==> src/rtl/ads8689_pkg.sv <==
// ----------------------------------------------------------------------------
// ads8689_pkg
// Shared definitions for one ADS8689 channel: sequencer state encodings (also
// decoded by the register-command generator), frame indices, timing constants
// and the ADS8689 command / register address constants.
// ----------------------------------------------------------------------------
package ads8689_pkg;

  // Sequencer states: one-hot except IDLE. The register-command generator
  // decodes CON_RDY and RD_RDY, so these values must stay in sync with it.
  localparam logic [7:0] ST_IDLE     = 8'h00;
  localparam logic [7:0] ST_CON_RDY  = 8'h01;
  localparam logic [7:0] ST_CON_WAIT = 8'h02;
  localparam logic [7:0] ST_CON_GAP  = 8'h04;
  localparam logic [7:0] ST_CNV_HI   = 8'h08;
  localparam logic [7:0] ST_CNV_WAIT = 8'h10;
  localparam logic [7:0] ST_RD_RDY   = 8'h20;
  localparam logic [7:0] ST_RD_WAIT  = 8'h40;
  localparam logic [7:0] ST_FAULT    = 8'h80;

  // Frame index that selects the data-read frame.
  localparam logic [4:0]  CON_CNT = 5'd16;
  // Number of configuration frames (wr_cnt 0..CFG_FRM-1).
  localparam logic [3:0]  CFG_FRM = 4'd8;
  // CONVST high time, 1 us at 125 MHz.
  localparam logic [15:0] CNV_CYC = 16'd125;
  // Idle cycles between configuration frames.
  localparam logic [7:0]  GAP_CYC = 8'd8;
  // Sample period in clock cycles.
  localparam logic [15:0] SMP_PRD = 16'd1250;
  // Watchdog limit for SPI done / RVS waits.
  localparam logic [15:0] TMO_CYC = 16'd4095;

  // ADS8689 SPI command opcodes (upper bits of the 32-bit command word).
  localparam logic [7:0] CMD_NOP       = 8'h00;
  localparam logic [7:0] CMD_CLEAR_HW  = 8'hC0;
  localparam logic [7:0] CMD_READ_HW   = 8'hC8;
  localparam logic [7:0] CMD_READ      = 8'h48;
  localparam logic [7:0] CMD_WRITE     = 8'hD0;
  localparam logic [7:0] CMD_WRITE_MSB = 8'hD2;
  localparam logic [7:0] CMD_WRITE_LSB = 8'hD4;
  localparam logic [7:0] CMD_SET_HW    = 8'hD8;

  // ADS8689 register addresses.
  localparam logic [8:0] REG_DEVICE_ID   = 9'h000;
  localparam logic [8:0] REG_RST_PWRCTL  = 9'h004;
  localparam logic [8:0] REG_SDI_CTL     = 9'h008;
  localparam logic [8:0] REG_SDO_CTL     = 9'h00C;
  localparam logic [8:0] REG_DATAOUT_CTL = 9'h010;
  localparam logic [8:0] REG_RANGE_SEL   = 9'h014;
  localparam logic [8:0] REG_ALARM       = 9'h020;
  localparam logic [8:0] REG_ALARM_H_TH  = 9'h024;
  localparam logic [8:0] REG_ALARM_L_TH  = 9'h028;

  // States in which the sequencer waits on an external event.
  function automatic logic is_wait_state(input logic [7:0] st);
    return (st == ST_CON_WAIT) || (st == ST_CNV_WAIT) || (st == ST_RD_WAIT);
  endfunction

endpackage

==> src/rtl/ads8689_dncnt.sv <==
// ----------------------------------------------------------------------------
// ads8689_dncnt
// Loadable down-counter with zero flag. Load has priority over decrement;
// decrement saturates at zero.
// Ports:
//   clk        - clock
//   rst_n      - asynchronous active-low reset (count clears to 0)
//   load_i     - load load_val_i on the next edge
//   load_val_i - value to load
//   dec_i      - decrement by one (ignored when already zero)
//   zero_o     - count is zero
// ----------------------------------------------------------------------------
module ads8689_dncnt #(
  parameter int unsigned W = 16
) (
  input  logic         clk,
  input  logic         rst_n,
  input  logic         load_i,
  input  logic [W-1:0] load_val_i,
  input  logic         dec_i,
  output logic         zero_o
);

  logic [W-1:0] cnt_q, cnt_d;

  always_comb begin
    cnt_d = cnt_q;
    if (load_i) begin
      cnt_d = load_val_i;
    end else if (dec_i && (cnt_q != '0)) begin
      cnt_d = cnt_q - 1'b1;
    end
  end

  always_ff @(posedge clk or negedge rst_n) begin
    if (!rst_n) begin
      cnt_q <= '0;
    end else begin
      cnt_q <= cnt_d;
    end
  end

  assign zero_o = (cnt_q == '0);

endmodule

==> src/rtl/ads8689_seq.sv <==
// ----------------------------------------------------------------------------
// ads8689_seq
// Sequencer for one ADS8689 channel. After ad_en rises it walks the eight
// configuration frames, then runs periodic CONVST -> RVS -> read cycles and
// presents each 16-bit sample with a one-cycle strobe.
//
// Build option: define ADS8689_TMO_EN to enable the watchdog on the
// CON_WAIT / CNV_WAIT / RD_WAIT states (expiry -> FAULT). Without it those
// states wait indefinitely and ad_fault is tied low.
//
// Ports:
//   clk_sys    - system clock (125 MHz)
//   rst_sys_n  - asynchronous active-low reset
//   ad_en      - channel enable (level)
//   spi_done   - SPI frame complete pulse
//   spi_rdata  - SPI frame read data, valid with spi_done
//   ad_rvs     - ADS8689 RVS (already synchronised), high = conversion done
//   cur_state  - sequencer state to the register-command generator
//   wr_cnt     - frame index to the register-command generator
//   ad_convst  - CONVST pin
//   ad_data    - last sample (spi_rdata[31:16])
//   ad_vld     - one-cycle strobe with new ad_data
//   cfg_done   - configuration burst completed
//   smp_ovr    - sticky: period tick arrived while a cycle was in progress
//   ad_fault   - sticky: watchdog expired
// ----------------------------------------------------------------------------
module ads8689_seq
  import ads8689_pkg::*;
(
  input  logic        clk_sys,
  input  logic        rst_sys_n,
  input  logic        ad_en,
  input  logic        spi_done,
  input  logic [31:0] spi_rdata,
  input  logic        ad_rvs,
  output logic [7:0]  cur_state,
  output logic [4:0]  wr_cnt,
  output logic        ad_convst,
  output logic [15:0] ad_data,
  output logic        ad_vld,
  output logic        cfg_done,
  output logic        smp_ovr,
  output logic        ad_fault
);

  logic [7:0]  state_q, state_d;
  logic [4:0]  wr_cnt_q, wr_cnt_d;
  logic        convst_q;
  logic [15:0] ad_data_q, ad_data_d;
  logic        ad_vld_q, ad_vld_d;
  logic        cfg_done_q, cfg_done_d;
  logic        smp_ovr_q, smp_ovr_d;
  logic        ad_en_q;
  logic [15:0] prd_q, prd_d;

  logic        en_rise;
  logic        prd_run;
  logic        prd_tick;
  logic        tmr_load;
  logic [15:0] tmr_load_val;
  logic        tmr_dec;
  logic        tmr_zero;
  logic        tmo;
  logic [4:0]  wr_cnt_inc;

  // Lower half of the read frame carries no sample data.
  logic        unused_rdata_lo;
  assign unused_rdata_lo = ^spi_rdata[15:0];

  assign en_rise    = ad_en && !ad_en_q;
  assign wr_cnt_inc = wr_cnt_q + 5'd1;

  // --------------------------------------------------------------------------
  // Sample period counter: free-runs only once configured and enabled, so the
  // first tick lands a full period after cfg_done rises or ad_en re-asserts.
  // --------------------------------------------------------------------------
  assign prd_run  = cfg_done_q && ad_en;
  assign prd_tick = prd_run && (prd_q == SMP_PRD - 16'd1);

  always_comb begin
    prd_d = 16'd0;
    if (prd_run && !prd_tick) begin
      prd_d = prd_q + 16'd1;
    end
  end

  // --------------------------------------------------------------------------
  // Shared gap / CONVST timer. Loaded with N-1 on entry so the state lasts
  // exactly N cycles (exit on the cycle the count reads zero).
  // --------------------------------------------------------------------------
  assign tmr_load = (state_d != state_q) &&
                    ((state_d == ST_CON_GAP) || (state_d == ST_CNV_HI));
  assign tmr_load_val = (state_d == ST_CNV_HI) ? (CNV_CYC - 16'd1)
                                               : {8'd0, GAP_CYC - 8'd1};
  assign tmr_dec  = (state_q == ST_CON_GAP) || (state_q == ST_CNV_HI);

  ads8689_dncnt #(
    .W (16)
  ) u_tmr (
    .clk        (clk_sys),
    .rst_n      (rst_sys_n),
    .load_i     (tmr_load),
    .load_val_i (tmr_load_val),
    .dec_i      (tmr_dec),
    .zero_o     (tmr_zero)
  );

`ifdef ADS8689_TMO_EN
  // --------------------------------------------------------------------------
  // Watchdog: reloaded on every state change, counts down while waiting on an
  // external event. Expiry is raised on the TMO_CYC-th cycle in the state.
  // --------------------------------------------------------------------------
  logic wd_zero;
  logic fault_q;

  ads8689_dncnt #(
    .W (16)
  ) u_wd (
    .clk        (clk_sys),
    .rst_n      (rst_sys_n),
    .load_i     (state_d != state_q),
    .load_val_i (TMO_CYC - 16'd1),
    .dec_i      (is_wait_state(state_q)),
    .zero_o     (wd_zero)
  );

  assign tmo = is_wait_state(state_q) && wd_zero;

  always_ff @(posedge clk_sys or negedge rst_sys_n) begin
    if (!rst_sys_n) begin
      fault_q <= 1'b0;
    end else if (en_rise) begin
      fault_q <= 1'b0;
    end else if (state_d == ST_FAULT) begin
      fault_q <= 1'b1;
    end
  end

  assign ad_fault = fault_q;
`else
  assign tmo      = 1'b0;
  assign ad_fault = 1'b0;
`endif

  // --------------------------------------------------------------------------
  // Sequencer next-state logic
  // --------------------------------------------------------------------------
  always_comb begin
    state_d    = state_q;
    wr_cnt_d   = wr_cnt_q;
    cfg_done_d = cfg_done_q;
    ad_data_d  = ad_data_q;
    ad_vld_d   = 1'b0;
    smp_ovr_d  = smp_ovr_q;

    case (state_q)
      ST_IDLE: begin
        if (ad_en && !cfg_done_q) begin
          state_d  = ST_CON_RDY;
          wr_cnt_d = 5'd0;
        end else if (ad_en && cfg_done_q && prd_tick) begin
          state_d = ST_CNV_HI;
        end
      end

      ST_CON_RDY: begin
        state_d = ST_CON_WAIT;
      end

      ST_CON_WAIT: begin
        if (spi_done) begin
          if (!ad_en) begin
            // Enable dropped during the frame: abandon the burst.
            state_d    = ST_IDLE;
            wr_cnt_d   = 5'd0;
            cfg_done_d = 1'b0;
          end else if (wr_cnt_inc == {1'b0, CFG_FRM}) begin
            state_d    = ST_IDLE;
            wr_cnt_d   = CON_CNT;
            cfg_done_d = 1'b1;
          end else begin
            state_d  = ST_CON_GAP;
            wr_cnt_d = wr_cnt_inc;
          end
        end else if (tmo) begin
          state_d = ST_FAULT;
        end
      end

      ST_CON_GAP: begin
        if (!ad_en) begin
          state_d    = ST_IDLE;
          wr_cnt_d   = 5'd0;
          cfg_done_d = 1'b0;
        end else if (tmr_zero) begin
          state_d = ST_CON_RDY;
        end
      end

      ST_CNV_HI: begin
        if (tmr_zero) begin
          state_d = ST_CNV_WAIT;
        end
      end

      ST_CNV_WAIT: begin
        if (ad_rvs) begin
          // wr_cnt must already hold the read index while in RD_RDY.
          state_d  = ST_RD_RDY;
          wr_cnt_d = CON_CNT;
        end else if (tmo) begin
          state_d = ST_FAULT;
        end
      end

      ST_RD_RDY: begin
        state_d = ST_RD_WAIT;
      end

      ST_RD_WAIT: begin
        if (spi_done) begin
          state_d   = ST_IDLE;
          ad_data_d = spi_rdata[31:16];
          ad_vld_d  = 1'b1;
        end else if (tmo) begin
          state_d = ST_FAULT;
        end
      end

      ST_FAULT: begin
        // Leaving FAULT forces a full reconfiguration on the next enable.
        if (!ad_en) begin
          state_d    = ST_IDLE;
          wr_cnt_d   = 5'd0;
          cfg_done_d = 1'b0;
        end
      end

      default: begin
        state_d  = ST_IDLE;
        wr_cnt_d = 5'd0;
      end
    endcase

    // Ticks are never queued: one arriving mid-cycle is only recorded.
    if (prd_tick && (state_q != ST_IDLE)) begin
      smp_ovr_d = 1'b1;
    end
    if (en_rise) begin
      smp_ovr_d = 1'b0;
    end
  end

  // --------------------------------------------------------------------------
  // Registers
  // --------------------------------------------------------------------------
  always_ff @(posedge clk_sys or negedge rst_sys_n) begin
    if (!rst_sys_n) begin
      state_q    <= ST_IDLE;
      wr_cnt_q   <= 5'd0;
      convst_q   <= 1'b0;
      ad_data_q  <= 16'h0000;
      ad_vld_q   <= 1'b0;
      cfg_done_q <= 1'b0;
      smp_ovr_q  <= 1'b0;
      ad_en_q    <= 1'b0;
      prd_q      <= 16'd0;
    end else begin
      state_q    <= state_d;
      wr_cnt_q   <= wr_cnt_d;
      convst_q   <= (state_d == ST_CNV_HI);
      ad_data_q  <= ad_data_d;
      ad_vld_q   <= ad_vld_d;
      cfg_done_q <= cfg_done_d;
      smp_ovr_q  <= smp_ovr_d;
      ad_en_q    <= ad_en;
      prd_q      <= prd_d;
    end
  end

  assign cur_state = state_q;
  assign wr_cnt    = wr_cnt_q;
  assign ad_convst = convst_q;
  assign ad_data   = ad_data_q;
  assign ad_vld    = ad_vld_q;
  assign cfg_done  = cfg_done_q;
  assign smp_ovr   = smp_ovr_q;

endmodule

==> config.mk <==
export PLATFORM = sky130hd
export DESIGN_NAME = ads8689_seq
export DESIGN_NICKNAME = d
export VERILOG_FILES = /design/src/rtl/ads8689_pkg.sv /design/src/rtl/ads8689_dncnt.sv /design/src/rtl/ads8689_seq.sv
export SDC_FILE = /design/constraint.sdc
export NUM_CORES = 1
export LEC_CHECK = 0
export BUFFER_PORTS_ARGS = -buffer_cell sky130_fd_sc_hd__buf_2
export CAP_MARGIN = 20
export CORE_MARGIN = 4
export CORE_UTILIZATION = 57
export CTS_BUF_LIST = sky130_fd_sc_hd__clkbuf_8
export DETAILED_ROUTE_END_ITERATION = 12
export GPL_ROUTABILITY_DRIVEN = 0
export MAX_ROUTING_LAYER = met4
export PLACE_DENSITY = 0.92
export SYNTH_ARGS = -nofsm -noshare
export SYNTH_HDL_FRONTEND = slang
export SYNTH_SLANG_ARGS = --single-unit
==> constraint.sdc <==
create_clock -name clk_sys -period 2.5 [get_ports clk_sys]
set_input_delay 0.5 -clock clk_sys [delete_from_list [all_inputs] [get_ports clk_sys]]
set_output_delay 0.5 -clock clk_sys [all_outputs]
set_load 0.005 [all_outputs]
==> results of run 1 <==
[metal layers]
metal / share of wire / wire, µm / up-vias / track usage
li1: - / - / 1289 / -
met1: 0.43 / 3130 / 1308 / 0.289
met2: 0.49 / 3580 / 105 / 0.340
met3: 0.054 / 395 / 20 / 0.0359
met4: 0.029 / 214 / 0 / 0.121
met5: 0 / 0 / - / -
[logic make-up (layout without fill, tap and decap cells)]
group	after synthesis	count (layout)
AO/OA/AOI/OAI	38	38
XOR/XNOR	28	28
adder cells (fa/ha/maj)	4	4
buffers and inverters	22	95
flip-flops	66	66
multiplexers	21	21
other	1	1
AND/OR/NAND/NOR	148	148
[stage by stage]
stage          instances  power (mW)
4_1_cts              473        3.07
3_3_place_gp         457        2.21
6_report             473        3.06
2_1_floorplan        328        1.96
3_5_place_dp         457        2.26
5_1_grt              473        3.25
[synth_stat cells, types with 3 or more instances]
master and n:
nor3_1 12, nor4b_1 6, o21ai_0 9, and3_1 6, mux2_2 16, xnor2_1 14, nand3_1 15, nand2b_1 7
inv_1 10, ha_1 4, or4_4 3, a211oi_1 4, buf_2 3, and2_1 3, nand4_1 4, nand2_1 23
mux2_1 3, nor2_1 48, clkbuf_1 5, dfrtp_1 66, nor4_1 5, a21oi_1 11, xor2_1 14
[flip-flops by register name, indices dropped and copies added, names as in the netlist, 5 cells and up]
register     flops
wr_cnt           5
cur_state        8
ad_data         16
prd_q           16
u_tmr.cnt_q     16
[final timing paths]
check,depth (start not counted),slack [ps],to,start
worst max-delay path,6,170,u_tmr.cnt_q[5],u_tmr.cnt_q[7]
worst min-delay path,2,150,cur_state[1],rst_sys_n
worst max register to register,6,170,u_tmr.cnt_q[5],u_tmr.cnt_q[7]
worst min register to register,1,510,ad_data[11],ad_data[11]
max in group asynchronous,2,2060,wr_cnt[3],rst_sys_n
min in group clk_sys,2,380,ad_data[4],spi_rdata[20]
[area by class of cell]
type / instances / share of cell area
flip-flops and latches: 66 / 0.415
multi-input cells: 240 / 0.408
repair buffers: 69 / 0.100
clock buffers: 9 / 0.0311
well taps: 72 / 0.0226
clock inverters: 7 / 0.0135
inverters: 10 / 0.00944
[power breakdown]
group	total (mW)	internal (mW)	switching (mW)
logic	0.903	0.414	0.488
registers	1.35	1.19	0.154
clock network	0.810	0.364	0.447
==> metrics.txt, run 1 <==
Chip Width=84.9 µm; most common cell after layout, fill and taps aside=dfrtp_1; clock-pin transition on the worst setup and hold timing paths=roughly 80 ps; Distinct cells, synth=between 50 and 60; design area=3980 µm²; Tmin final=around 2300 ps; RSZ-0062 raised after global routing=false; Slowest cell on crit path=or4_4; Synth area leader=dfrtp_1; Yosys top cell area share=0.490; Mapped Area=about 3400 µm²; max_slew headroom=0.583; post-synthesis compound-gate area fraction=0.0846; Leak=~1.9 nW; crit-path leading delay family=simple AND/OR/NAND/NOR gates; asr flop ratio synth=1.00; Worst-Margin Slew=between 600 and 700 ps; multi-input logic area=~1600 µm²; dpl ws=approximately 210 ps; synthesized area per cell=10.3 µm²; grt ovf=0; syn_nets=approximately 370; CP cell instances=or4_4, or4_4, o211ai_4, nor4_2, mux2_1, nor2_1; DP HPWL=5200 µm; Ys Warns=0; row count=27; Worst Setup End Kind=flip-flop; post-synthesis mux area share=0.0694; total CTS buffers=9; register area share after synthesis=0.490; CORE AREA=5610 µm²; startpoint types=flip-flop; I/O pins=between 70 and 80; Worst Hold Class=in -> async; ranking of synthesized cells by area=dfrtp_1 (49%), mux2_2 (5.3%), nor2_1 (5.3%); Setup Viol. Count Final=0; Final Max Tran Viols=0; Hold WS=154 ps; Synth Area in XOR/XNOR=0.0727; Worst Path Buf+Inv=0; Port Buffers=53; initial antenna violation count=0; maximum number of pins on one net before global-route repair=67; Final Cycle Share=0.931; Post-Route Setup TNS=0 ps; TritonCTS clock tree=built; Worst EP required=~2800 ps; clk_skew=between 9 and 10 ps; Max Buffers Root-to-Sink=2; largest family of logic cells by synthesized area=simple AND/OR/NAND/NOR gates; Initial DRC Count=232; status=completed; Area Overhead vs Synth=17.9%; Total Wirelength=approximately 7300 µm; nets=about 440; Setup Crit Path Kind=reg -> reg; Vias/cell=5.75; total track usage=0.224; Worst Path Max Fanout=6; via count=~2700; global-route wire length before repair=12600 µm; drt pass-1 iters=4; PwrDens=around 770 nW/µm²; Final Util=0.709; vias in the first global route=2793; setup slack after layout=about 170 ps; Hold-fix buffers, CTS=0; adder-cell share of the synthesized area=0.0148; worst vdd ir=0.465 mV; max cap viols=0; CP max stage delay=between 500 and 600 ps; DRC violations left=0; crit-path most repeated cell=or4_4; Mapped Cells=328; Storage cell area=between 1500 and 2000 µm²; drt wl/cell=about 15 µm; DRT antenna net count=0; Die ar.=between 7000 and 8000 µm²; most frequent cells in the layout=dfrtp_1 (66), buf_2 (53), nor2_1 (48); later-pin clock latency in the skew report=350 ps; EDFF count, synth=0; diode count=0; prevailing post-synth register cell=dfrtp_1; clock sink total=66; cts repair resizes=0; Fin. Hold Viols=0; clock root buffer=clkbuf_8; Post-Synth Simple-Gate Area=0.239; H-tree depth=3; WP data arrival=approximately 2600 ps; fmax=0.430 GHz; fillers=410; post-CTS setup buffer count=0; #FFs+latches synth=66; share of cells above drive strength 1=0.287; Placed Area=around 3800 µm²; Die Span Y=between 80 and 90 µm; Starting Density=0.602
Power figures use the tool's default switching activity.
==> run 2, diff against run 1 <==
--- a/config.mk
+++ b/config.mk
@@ -5,6 +5,7 @@
 export SDC_FILE = /design/constraint.sdc
 export NUM_CORES = 1
 export LEC_CHECK = 0
+export ABC_AREA = 1
 export BUFFER_PORTS_ARGS = -buffer_cell sky130_fd_sc_hd__buf_2
 export CAP_MARGIN = 20
 export CORE_MARGIN = 4
@@ -13,7 +14,7 @@
 export DETAILED_ROUTE_END_ITERATION = 12
 export GPL_ROUTABILITY_DRIVEN = 0
 export MAX_ROUTING_LAYER = met4
-export PLACE_DENSITY = 0.92
+export PLACE_DENSITY = 0.91
 export SYNTH_ARGS = -nofsm -noshare
 export SYNTH_HDL_FRONTEND = slang
 export SYNTH_SLANG_ARGS = --single-unit
==> metrics.txt, run 2 <==
Leak=roughly 2.2 nW; ranking of synthesized cells by area=dfrtp_1 (47%), nand2_1 (14%), nor2_1 (4.7%); Worst EP required=roughly 2700 ps; clock-pin transition on the worst setup and hold timing paths=about 80 ps; post-CTS setup buffer count=0; diode count=0; TritonCTS clock tree=built; DP HPWL=about 5700 µm; met3 Use GR=0.0378; row count=28; Port Buffers=between 50 and 60; Distinct cells, synth=39; nets=roughly 550; global-route wire length before repair=roughly 14000 µm; drt pass-1 iters=5; Tmin final=2050 ps; clock sink total=66; via count=around 3200; most common cell after layout, fill and taps aside=nand2_1; top cells by count, synth=nand2_1 (134), dfrtp_1 (66), nor2_1 (44), inv_1 (42), nand3_1 (27); Non-Filler Instances=between 500 and 600; Hold WS=145 ps; Final Cycle Share=0.822; DRT antenna net count=0; Final Max Tran Viols=0; GR Layer Usage met1=0.294; Synth area leader=dfrtp_1; synthesized area per cell=about 8 µm²; H-tree depth=3; Hold-fix buffers, CTS=0; initial antenna violation count=0; clock root buffer=clkbuf_8; worst vdd ir=between 0.4 and 0.5 mV; most frequent cells in the layout=nand2_1 (134), dfrtp_1 (66), buf_2 (53); WP data arrival=about 2300 ps; Yosys top cell area share=0.465; share of cells above drive strength 1=0.228; asr flop ratio synth=1.00; top-count cell post-synth=nand2_1; DRC violations left=0; vias in the first global route=approximately 3200; Mapped Cells=444; drt wl/cell=about 13 µm; Setup Crit Path Kind=reg -> reg; Worst Hold Class=in -> async; Ys Warns=0; #FFs+latches synth=66; PwrDens=between 700 and 800 nW/µm²; Worst Setup End Kind=flip-flop; total CTS buffers=9; placed cells=between 500 and 600; Post-Route Setup TNS=0 ps; Worst Path Max Fanout=15; clk_skew=around 15 ps; Die ar.=7550 µm²; status=completed; Area Overhead vs Synth=15.3%; startpoint types=flip-flop; Max Buffers Root-to-Sink=2; Vias/cell=approximately 5.4; fmax=0.487 GHz; Worst-Margin Slew=593 ps; cts repair resizes=0; syn_nets=about 490; EDFF count, synth=0; Setup Viol. Count Final=0; I/O pins=a little over 70; register area share after synthesis=0.465; Total Wirelength=7860 µm; global route hottest layer=met2; Chip Width=between 80 and 90 µm; Initial DRC Count=~170; total track usage=0.234; max cap viols=0; CORE AREA=between 5000 and 6000 µm²; grt ovf=0; prevailing post-synth register cell=dfrtp_1; maximum number of pins on one net before global-route repair=28; met2 usage=0.366; Fin. Hold Viols=0; Mapped Area=3550 µm²; Die Span Y=slightly below 90 µm; Starting Density=0.593; later-pin clock latency in the skew report=350 ps; max_slew headroom=0.604; RSZ-0062 raised after global routing=false; Pwr Total=3.26 mW
run 2: cell count changes after synthesis, moves of 6 or more:
| cell | before | now |
|---|---|---|
| nand2_1 | 23 | 134 |
| inv_1 | 10 | 42 |
| mux2_2 | 16 | 0 |
| nand3_1 | 15 | 27 |
| xnor2_1 | 14 | 4 |
| inv_2 | 0 | 9 |
| nand2b_1 | 7 | 0 |
| nor2_2 | 0 | 7 |
| and3_1 | 6 | 0 |
| nand4_1 | 4 | 10 |
| nor4b_1 | 6 | 0 |
run 2: path summary, 6_finish.rpt:
| check | end | slack, ps | depth (start not counted) | startpoint |
|---|---|---|---|---|
| setup / recovery | u_tmr.cnt_q[0] | 450 | 12 | u_tmr.cnt_q[0] |
| hold / removal | ad_convst | 150 | 1 | rst_sys_n |
| setup reg to reg | u_tmr.cnt_q[0] | 450 | 12 | u_tmr.cnt_q[0] |
| hold reg to reg | ad_data[10] | 470 | 2 | ad_data[10] |
| max in group asynchronous | cfg_done | 1640 | 2 | rst_sys_n |
| min in group clk_sys | ad_data[9] | 350 | 3 | spi_rdata[25] |
run 2: stage by stage:
step           cell area, µm²  utilization  setup WS [ps]
3_3_place_gp             3890        0.649            555
4_1_cts                  4090        0.683            455
3_5_place_dp             3890        0.649            476
5_1_grt                  4090        0.683            308
2_1_floorplan            3550            -            767
6_report                 4090        0.683            446
run 2: cell type report:
| type | count | area [µm²] |
|---|---|---|
| clock buffers | 10 | 138 |
| clock inverters | 6 | 66.3 |
| fillers | 432 | 1900 |
| inverters | 52 | 195 |
| multi-input cells | 318 | 1650 |
| flip-flops and latches | 66 | 1650 |
| well taps | 75 | 93.8 |
| repair buffers | 57 | 295 |
run 2: logic make-up (layout without fill, tap and decap cells):
kind of cell | count (synthesis) | count (layout) | synth area share
compound gates | 30 | 30 | 0.0504
xor+xnor | 17 | 17 | 0.0419
fa+ha+maj | 4 | 4 | 0.0141
buf+inv | 60 | 125 | 0.0691
flops | 66 | 66 | 0.465
other cells | 1 | 1 | 0.00106
simple gates | 266 | 266 | 0.358
run 2: power breakdown:
part           switching (mW)  internal, mW
clock                   0.434         0.487
combinational           0.613         0.352
sequential              0.154          1.22
total                    1.20          2.06
run 2: routing by layer:
metal / wire length, µm / vias up
li1: - / 1521
met5: 0 / -
met2: 3860 / 134
met4: 204 / 0
met3: 494 / 24
met1: 3300 / 1489
run 2: critical path, stage by stage (launching register included):
cell and delay (ps):
dfrtp_1 410, inv_1 100, ha_1 200, nand2_2 110, nor2_4 160, nand3_2 170, nand2_1 120, nand2_2 70
inv_2 50, nand3_2 70, nand2_4 180, inv_2 120, o21a_1 180
==> run 3, diff against run 2 <==
--- a/config.mk
+++ b/config.mk
@@ -9,12 +9,12 @@
 export BUFFER_PORTS_ARGS = -buffer_cell sky130_fd_sc_hd__buf_2
 export CAP_MARGIN = 20
 export CORE_MARGIN = 4
-export CORE_UTILIZATION = 57
+export CORE_UTILIZATION = 52
 export CTS_BUF_LIST = sky130_fd_sc_hd__clkbuf_8
 export DETAILED_ROUTE_END_ITERATION = 12
 export GPL_ROUTABILITY_DRIVEN = 0
 export MAX_ROUTING_LAYER = met4
-export PLACE_DENSITY = 0.91
+export PLACE_DENSITY = 0.88
 export SYNTH_ARGS = -nofsm -noshare
 export SYNTH_HDL_FRONTEND = slang
 export SYNTH_SLANG_ARGS = --single-unit
==> constraint.sdc (replaced) <==
create_clock -name clk_sys -period 1.7 [get_ports clk_sys]
set_input_delay 0.34 -clock clk_sys [delete_from_list [all_inputs] [get_ports clk_sys]]
set_output_delay 0.34 -clock clk_sys [all_outputs]
set_load 0.005 [all_outputs]
==> metrics.txt, run 3 (synthesis gave the netlist of run 2 again) <==
CORE AREA=approximately 6500 µm²; WP data arrival=~2300 ps; Setup Viol. Count Final=between 40 and 50; Die Span Y=~91 µm; grt ovf=0; status=finished, violations left; Die ar.=between 8000 and 9000 µm²; clock sink total=66; Port Buffers=53; drt wl/cell=around 20 µm; crit-path most repeated cell=nand2_1; Tmin final=2020 ps; Worst Path Max Fanout=7; Worst Hold Class=in -> reg; share of cells above drive strength 1=0.448; global-route wire length before repair=about 17000 µm; Hold Startpoint=spi_rdata[23]; fillers=between 200 and 300; DRT antenna net count=0; Placed Area=~4500 µm²; CP max stage delay=roughly 400 ps; Leak=2.81 nW; max cap viols=0; I/O pins=71; DRC violations left=0; Hold WS=around 170 ps; Final Cycle Share=1.19; violations in the final reports=negative setup slack; clk_skew=roughly 11 ps; Max Buffers Root-to-Sink=2; Chip Width=between 90 and 100 µm; crit path from=prd_q[2]; Initial DRC Count=approximately 460; initial antenna violation count=0; worst vdd ir=1.07 mV; row count=29; maximum number of pins on one net before global-route repair=67; Starting Density=0.547; Final Max Tran Viols=0; multi-input logic area=~2000 µm²; origin of the critical flop-to-flop path=prd_q[2]; Worst Hold Endpoint=ad_data[7]; reg2reg path depth=10; most frequent cells in the layout=nand2_1 (119), buf_4 (91), dfrtp_1 (66); Fin. Hold Viols=0; hold path cells=3; clock root buffer=clkbuf_8; diode count=0; PwrDens=approximately 1200 nW/µm²; Reg-to-Reg End=u_tmr.cnt_q[15]; Pwr Total=6.57 mW; via count=around 4100; CP cell instances=nor2_1, nand2_1, nor3_2, nand3_1, nand2_1, inv_2, nor2_4, nand2_2, nand3_1, nand2_1; Area Overhead vs Synth=49.6%; total track usage=0.273; TritonCTS clock tree=built; vias in the first global route=approximately 3800; Vias/cell=6.02; Setup Crit Path Kind=reg -> reg; setup slack after layout=-321 ps; later-pin clock latency in the skew report=approximately 370 ps; Total Wirelength=~14000 µm; total CTS buffers=9; most common cell after layout, fill and taps aside=nand2_1; design area=5310 µm²; DP HPWL=6420 µm; Slowest cell on crit path=dfrtp_1; Worst Setup End Kind=flip-flop; Storage cell area=1650 µm²; startpoint types=flip-flop; drt pass-1 iters=5; H-tree depth=3; clock-pin transition on the worst setup and hold timing paths=80 ps; FF-to-FF setup slack=-320 ps; fmax=about 0.49 GHz; RSZ-0062 raised after global routing=true; nets=between 600 and 700; Worst EP required=roughly 2000 ps
run 3: worst max path at each step:
stage	to	slack, ps	cells past startpoint
after floorplan	u_tmr.cnt_q[6]	0.08	14
after global placement	u_tmr.cnt_q[0]	-100	12
after detailed placement	u_tmr.cnt_q[0]	-160	11
after CTS	u_tmr.cnt_q[3]	-50	13
after global routing	u_tmr.cnt_q[15]	-410	10
final	u_tmr.cnt_q[15]	-320	10
run 3: per-layer routing:
layer | vias to the layer above | track usage | wire length [µm]
li1 | 1729 | - | -
met1 | 1935 | 0.314 | 5040
met2 | 354 | 0.451 | 6750
met3 | 110 | 0.0617 | 1180
met4 | 0 | 0.134 | 945
met5 | - | - | 0
run 3: power by group:
| part | total [mW] | leakage (nW) | switching [mW] | internal [mW] |
|---|---|---|---|---|
| combinational | 3.02 | 1.81 | 1.69 | 1.33 |
| clock | 1.54 | 0.112 | 0.683 | 0.855 |
| sequential | 2.01 | 0.881 | 0.225 | 1.79 |
| total | 6.57 | 2.81 | 2.60 | 3.98 |
run 3: area by class of cell:
type / instances / share of cell area
Clock buffer: 10 / 0.0259
Clock inverter: 5 / 0.0148
Multi-Input combinational cell: 319 / 0.378
Tap cell: 77 / 0.0181
Timing Repair Buffer: 157 / 0.213
Sequential cell: 66 / 0.311
Inverter: 52 / 0.0396
run 3: timing repair:
item / 4_1_cts / 5_1_grt
pin swaps: 14 / 29
resized for setup: 30 / 73
endpoints found under the hold margin: 7 / 0
endpoints found under the setup margin: 40 / 57
buffers inserted: 9 / 21
gates cloned: 1 / 0
hold buffers: 1 / 0
run 3: critical path: cells and delay by family, from the launching register on:
kind          cells  cell delay [ps]
simple gates      9             1430
flops             1              400
buf+inv           1               60
run 3: through the flow:
stage               instances  setup slack, ps  TNS [ps]  utilization
global placement          639             -104      -916        0.685
CTS                       665            -53.1      -264        0.748
floorplan                 444           0.0805         0            -
finish                    686             -321     -8980        0.818
detailed placement        639             -157     -2810        0.685
global route              686             -411    -12810        0.818
